[config.mk]
export PLATFORM = sky130hd
export DESIGN_NAME = bram_read_streamer
export DESIGN_NICKNAME = d
export VERILOG_FILES = /design/src/rtl/bram_read_streamer.sv
export SDC_FILE = /design/constraint.sdc
export NUM_CORES = 1
export LEC_CHECK = 0
export BUFFER_PORTS_ARGS = -buffer_cell sky130_fd_sc_hd__buf_2
export CORE_ASPECT_RATIO = 0.9
export CORE_MARGIN = 10
export CORE_UTILIZATION = 50
export DETAILED_ROUTE_END_ITERATION = 12
export GPL_TIMING_DRIVEN = 0
export PLACE_DENSITY = 0.86
export SYNTH_ARGS = -nofsm -noshare
export SYNTH_HDL_FRONTEND = slang
export SYNTH_SLANG_ARGS = --single-unit
[constraint.sdc]
create_clock -name clk -period 2.06 [get_ports clk]
set_input_delay 0.103 -clock clk [delete_from_list [all_inputs] [get_ports clk]]
set_output_delay 0.103 -clock clk [all_outputs]
set_load 0.01 [all_outputs]
[src/rtl/bram_read_streamer.sv]
// Streams a block of sequential BRAM words onto a valid/ready interface.
// A 2-entry output buffer covers the 1-cycle read latency and downstream stalls.
module bram_read_streamer #(
  parameter int DATA_WIDTH = 8,
  parameter int ADDR_WIDTH = 4
) (
  input  logic                  clk,
  input  logic                  rst,
  input  logic                  start,
  input  logic [ADDR_WIDTH-1:0] base_addr,
  input  logic [ADDR_WIDTH:0]   length,
  output logic                  busy,
  output logic                  done,
  output logic                  bram_read_enable,
  output logic [ADDR_WIDTH-1:0] bram_address,
  input  logic [DATA_WIDTH-1:0] bram_data_out,
  output logic                  m_valid,
  input  logic                  m_ready,
  output logic [DATA_WIDTH-1:0] m_data,
  output logic                  m_last
);

  typedef enum logic [1:0] {S_IDLE, S_RUN, S_DRAIN, S_DONE} state_t;

  localparam logic [ADDR_WIDTH:0]   LEN_ZERO = {(ADDR_WIDTH+1){1'b0}};
  localparam logic [ADDR_WIDTH:0]   LEN_ONE  = {{ADDR_WIDTH{1'b0}}, 1'b1};
  localparam logic [ADDR_WIDTH-1:0] ADDR_ONE = {{(ADDR_WIDTH-1){1'b0}}, 1'b1};

  state_t                 state_r;
  logic [ADDR_WIDTH-1:0]  addr_r;
  logic [ADDR_WIDTH-1:0]  last_addr_r;
  logic [ADDR_WIDTH:0]    rem_r;
  logic                   busy_r;
  logic                   done_r;
  logic                   inflight_r;
  logic                   inflight_last_r;
  logic [1:0]             count_r;
  logic [DATA_WIDTH-1:0]  head_data_r;
  logic [DATA_WIDTH-1:0]  tail_data_r;
  logic                   head_last_r;
  logic                   tail_last_r;

  logic                   pop_s;
  logic                   push_s;
  logic                   issue_s;
  logic [1:0]             occ_s;

  // Reads are issued combinationally so a pop in the same cycle frees a slot;
  // this is what lets a 2-entry buffer sustain one beat per cycle.
  assign pop_s   = (count_r != 2'd0) && m_ready;
  assign push_s  = inflight_r;
  assign occ_s   = count_r + {1'b0, inflight_r};
  assign issue_s = (state_r == S_RUN) && (rem_r != LEN_ZERO) && ((occ_s < 2'd2) || pop_s);

  assign bram_read_enable = issue_s;
  assign bram_address     = issue_s ? addr_r : last_addr_r;
  assign busy             = busy_r;
  assign done             = done_r;
  assign m_valid          = (count_r != 2'd0);
  assign m_data           = head_data_r;
  assign m_last           = head_last_r;

  // Command FSM: address/length tracking, busy and done generation.
  always_ff @(posedge clk or negedge rst) begin
    if (!rst) begin
      state_r     <= S_IDLE;
      addr_r      <= {ADDR_WIDTH{1'b0}};
      last_addr_r <= {ADDR_WIDTH{1'b0}};
      rem_r       <= LEN_ZERO;
      busy_r      <= 1'b0;
      done_r      <= 1'b0;
    end else begin
      done_r <= 1'b0;
      case (state_r)
        S_IDLE: begin
          if (start) begin
            if (length != LEN_ZERO) begin
              state_r <= S_RUN;
              busy_r  <= 1'b1;
              addr_r  <= base_addr;
              rem_r   <= length;
            end else begin
              state_r <= S_DONE;
              done_r  <= 1'b1;
            end
          end
        end
        S_RUN: begin
          if (issue_s) begin
            last_addr_r <= addr_r;
            addr_r      <= addr_r + ADDR_ONE;
            rem_r       <= rem_r - LEN_ONE;
            if (rem_r == LEN_ONE) begin
              state_r <= S_DRAIN;
            end
          end
        end
        S_DRAIN: begin
          // The last-tagged word is the final one in flight, so its pop
          // implies the buffer and read pipeline are empty.
          if (pop_s && head_last_r) begin
            state_r <= S_DONE;
            busy_r  <= 1'b0;
            done_r  <= 1'b1;
          end
        end
        S_DONE: begin
          state_r <= S_IDLE;
        end
        default: begin
          state_r <= S_IDLE;
          busy_r  <= 1'b0;
        end
      endcase
    end
  end

  // Read pipeline: remembers which edge returns data and whether it is the last word.
  always_ff @(posedge clk or negedge rst) begin
    if (!rst) begin
      inflight_r      <= 1'b0;
      inflight_last_r <= 1'b0;
    end else begin
      inflight_r      <= issue_s;
      inflight_last_r <= issue_s && (rem_r == LEN_ONE);
    end
  end

  // Two-entry output FIFO; head is always the presented beat.
  always_ff @(posedge clk or negedge rst) begin
    if (!rst) begin
      count_r     <= 2'd0;
      head_data_r <= {DATA_WIDTH{1'b0}};
      tail_data_r <= {DATA_WIDTH{1'b0}};
      head_last_r <= 1'b0;
      tail_last_r <= 1'b0;
    end else begin
      case ({push_s, pop_s})
        2'b10: begin
          if (count_r == 2'd0) begin
            head_data_r <= bram_data_out;
            head_last_r <= inflight_last_r;
          end else begin
            tail_data_r <= bram_data_out;
            tail_last_r <= inflight_last_r;
          end
          count_r <= count_r + 2'd1;
        end
        2'b01: begin
          head_data_r <= tail_data_r;
          head_last_r <= tail_last_r;
          count_r     <= count_r - 2'd1;
        end
        2'b11: begin
          if (count_r == 2'd1) begin
            head_data_r <= bram_data_out;
            head_last_r <= inflight_last_r;
          end else begin
            head_data_r <= tail_data_r;
            head_last_r <= tail_last_r;
            tail_data_r <= bram_data_out;
            tail_last_r <= inflight_last_r;
          end
        end
        default: begin
          count_r <= count_r;
        end
      endcase
    end
  end

endmodule

==> impl_summary.txt <==
----------------------------------------------------
[Floorplanning]
  Initial Util ... 0.517
  X dimension of the die ... 88.4 um
  Row count ... 22
  Vertical die dimension ... 81.6 um
  Core outline area ... 0.00407 sq mm
  Area of the die ... 0.00721 sq mm
  Ports ... 38

[Synth]
  Synth unique cells ... 46
  Post-synth EDFFs ... 0
  Primary flip-flop cell chosen by synthesis mapping ... dfrtp_1
  Yosys warnings ... 0
  Total of flip-flops plus latches after synthesis ... 39
  Synthesized instance count ... 201
  Share of flip-flops with an asynchronous set or reset after synthesis ... 1.00
  Synthesized netlist net count ... 235
  Synth Area per Inst ... 10.5 sq um
  Share of the yosys chip area belonging to registers ... 0.463
  Cell Area, Synth ... 0.00211 sq mm

[Routing]
  Via count normalized by instance count ... 6.04
  Avg WL per Cell ... 18.7 um
  Drt initial violations ... 132
  Pre-antenna DRT Iters ... 4
  Via count ... 1,849
  Antenna Nets Post-Route ... 0
  Routed wire length ... 5.73 mm
  Remaining design rule violation count ... 0

[Power]
  Pwr Density ... 1720 mW/mm^2
  Share of total power consumed by net switching ... 0.419
  Cell leakage power ... 1.31 nW
  Maximum resistive drop on vdd ... 708 uV
  Part of the power in combinational logic ... 0.561
  Power dissipated by switching net loads ... 1.96 mW
  Sequential cell fraction of total power ... 0.295
  Clock Power Share ... 0.144
  Internal Dissipation ... 2.72 mW

[Worst setup path]
  R2r worst-path depth ... 9
  Flop-to-flop setup slack ... 0.01 ns
  Worst setup path startpoint ... count_r[1]
  Required time of the critical path ... 2.23 ns
  Largest fanout on the critical path ... 9
  R2r startpoint ... count_r[1]
  RR Endpoint ... m_data[3]
  Class of the most critical setup path ... reg2reg
  Arrival time reported for the critical path endpoint ... 2.22 ns
  Kind of end point of the critical path ... flip-flop
  Timing endpoint of the critical path ... m_data[3]
  Crit start category ... flip-flop

[Clocking]
  Clock tree from TritonCTS ... built
  Clock tree sinks ... 39
  Buffers from clock root to sink, at most ... 2
  TritonCTS buffer count ... 5
  Level count of the clock H-tree ... 2
  Root Buffer ... clkbuf_8
  Worst-Skew Late Latency ... 0.29 ns
  Clock-pin slew of the registers on the worst-case setup and hold paths ... 0.08 ns

[STA]
  Number of hold violations in the final report ... 0
  Number of pins with negative max-slew slack in the final report ... 0
  Endpoints failing setup ... 0
  Min cycle time layout ... 2.05 ns
  Peak clock frequency supported by timing ... 488 MHz
  Hold Worst Slack ... 0.0599 ns
  Setup skew after layout ... 0.00830 ns
  Setup repair after global routing missed its margin ... yes
  Slew @ Worst Pin ... 0.875 ns
  Worst slew margin relative to its limit ... 0.417
  Final worst-path cycle share ... 0.995

[Global routing]
  Maximum number of pins on one net before global-route repair ... 40
  First-pass GRT wire length ... 8.25 mm
  Most used routing layer in global routing ... met2
  Antenna violations before repair ... 0
  Vias in the first global route ... 1,801
  All-layer global routing usage ... 0.144
  Global-route congestion overflow total ... 0
  Global Route met3 Usage ... 0.0317
  Met1 Usage GRT ... 0.173
  GR met2 Demand/Resource ... 0.244

[Cells and area]
  Layout overhead on the synthesized area ... 29.0%
  Share of cells above drive strength 1 ... 0.384
  Antenna cells ... 0
  Commonest non-fill, non-tap cell in the layout ... buf_2
  Total number of nets in the final design ... 291
  Leading cell types in the layout, fill and taps excluded ... 40 x buf_2, 38 x dfrtp_1, 18 x o21ai_0
  Final Core Density ... 0.667

[Hold path]
  Worst hold path cell count ... 2
  Hold Path Class ... in2reg

[Placement]
  Routability Congestion ... 0.899
  Total of buffers placed on input and output ports ... 37
  DPL Wire Length ... 3.46 mm

[Outcome]
  Run status ... finished, final reports clean

[Job]
  Number of violations of the max-capacitance limit ... 0

----------------------------------------------------
## stage by stage
step | instance area [sq um] | power, mW | worst slack (ns) | cells | setup TNS [ns]
3_3_place_gp | 2350 | 3.28 | -0.160 | 286 | -2.52
4_1_cts | 2530 | 4.17 | 0.00152 | 297 | 0
3_5_place_dp | 2350 | 3.40 | -0.236 | 286 | -3.21
2_1_floorplan | 2110 | 2.82 | 0.0383 | 201 | 0
6_report | 2720 | 4.68 | 0.0112 | 306 | 0
5_1_grt | 2720 | 4.99 | -0.0888 | 306 | -0.533
## what timing repair did
| item | in CTS | in global routing |
|---|---|---|
| resized for setup | 8 | 28 |
| pin swaps | 2 | 5 |
| hold endpoints to repair | 39 | 0 |
| gates cloned | 1 | 1 |
| endpoints found under the setup margin | 23 | 25 |
| hold buffers | 1 | 0 |
| buffers inserted | 2 | 8 |
## state kept, by name, summed over array words and instances (netlist names)
name	cells
addr_r	4
busy	1
count_r	2
done	1
inflight_last_r	1
inflight_r	1
last_addr_r	4
m_data	8
m_last	1
rem_r	5
state_r	2
tail_data_r	8
tail_last_r	1
## layout make-up
class                   count  area, sq um
plain buffers               4         26.3
well taps                  48         60.1
repair buffers             49          279
clock buffers               6         82.6
multi-input cells         142         1190
inverters                  16         67.6
fillers                   278         1360
flip-flops and latches     39          977
clock inverters             2         35.0
## layer usage
| layer | part of all wire | up-vias |
|---|---|---|
| met1 | 0.42 | 919 |
| met2 | 0.49 | 80 |
| met4 | 0.024 | 0 |
| met3 | 0.063 | 15 |
| met5 | 0 | - |
| li1 | - | 835 |
## power by group through the flow
stage               registers [mW]  clock network [mW]  logic (mW)
floorplan                     1.34                   0        1.48
CTS                           1.35               0.671        2.15
global placement              1.33                   0        1.96
detailed placement            1.36                   0        2.04
global route                  1.43               0.705        2.86
finish                        1.38               0.674        2.63
## synth_stat cells (all sizes together) (3+ instances only)
| cell | count | area share |
|---|---|---|
| ha | 13 | 0.077 |
| mux2 | 16 | 0.087 |
| buf | 4 | 0.0089 |
| and3 | 3 | 0.0089 |
| nand3 | 5 | 0.014 |
| nand4 | 3 | 0.0089 |
| mux2i | 6 | 0.029 |
| a21o | 3 | 0.011 |
| nand2 | 21 | 0.039 |
| nor3 | 3 | 0.012 |
| inv | 15 | 0.027 |
| a22oi | 10 | 0.036 |
| o21ai | 21 | 0.055 |
| o22ai | 3 | 0.0089 |
| nor2 | 6 | 0.011 |
| dfrtp | 39 | 0.46 |
| a21oi | 5 | 0.012 |
## logic make-up after synthesis
logic type | Yosys count | synth area share
buf+inv | 21 | 0.0392
mux | 22 | 0.116
flops | 39 | 0.463
fa+ha+maj | 13 | 0.0772
compound gates | 53 | 0.169
simple gates | 51 | 0.127
xor+xnor | 2 | 0.00832
## worst min path at each step
| stage | from | endpoint |
|---|---|---|
| finish | bram_data_out[7] | tail_data_r[7] |
| CTS | bram_data_out[1] | tail_data_r[1] |
| global route | bram_data_out[7] | tail_data_r[7] |
| global placement | rst | count_r[1] |
| detailed placement | rst | tail_data_r[3] |
| floorplan | rst | addr_r[0] |
## worst max-delay path, cell delays in order (launching register included)
cell and delay (ns):
dfrtp_1 0.42, inv_2 0.09, ha_4 0.13, nand2b_4 0.16, clkinvlp_4 0.15, ha_4 0.21
nand2_2 0.19, o21ai_4 0.16, a22oi_1 0.29, o21ai_0 0.11
No activity file was read; power rests on OpenSTA's default activity.
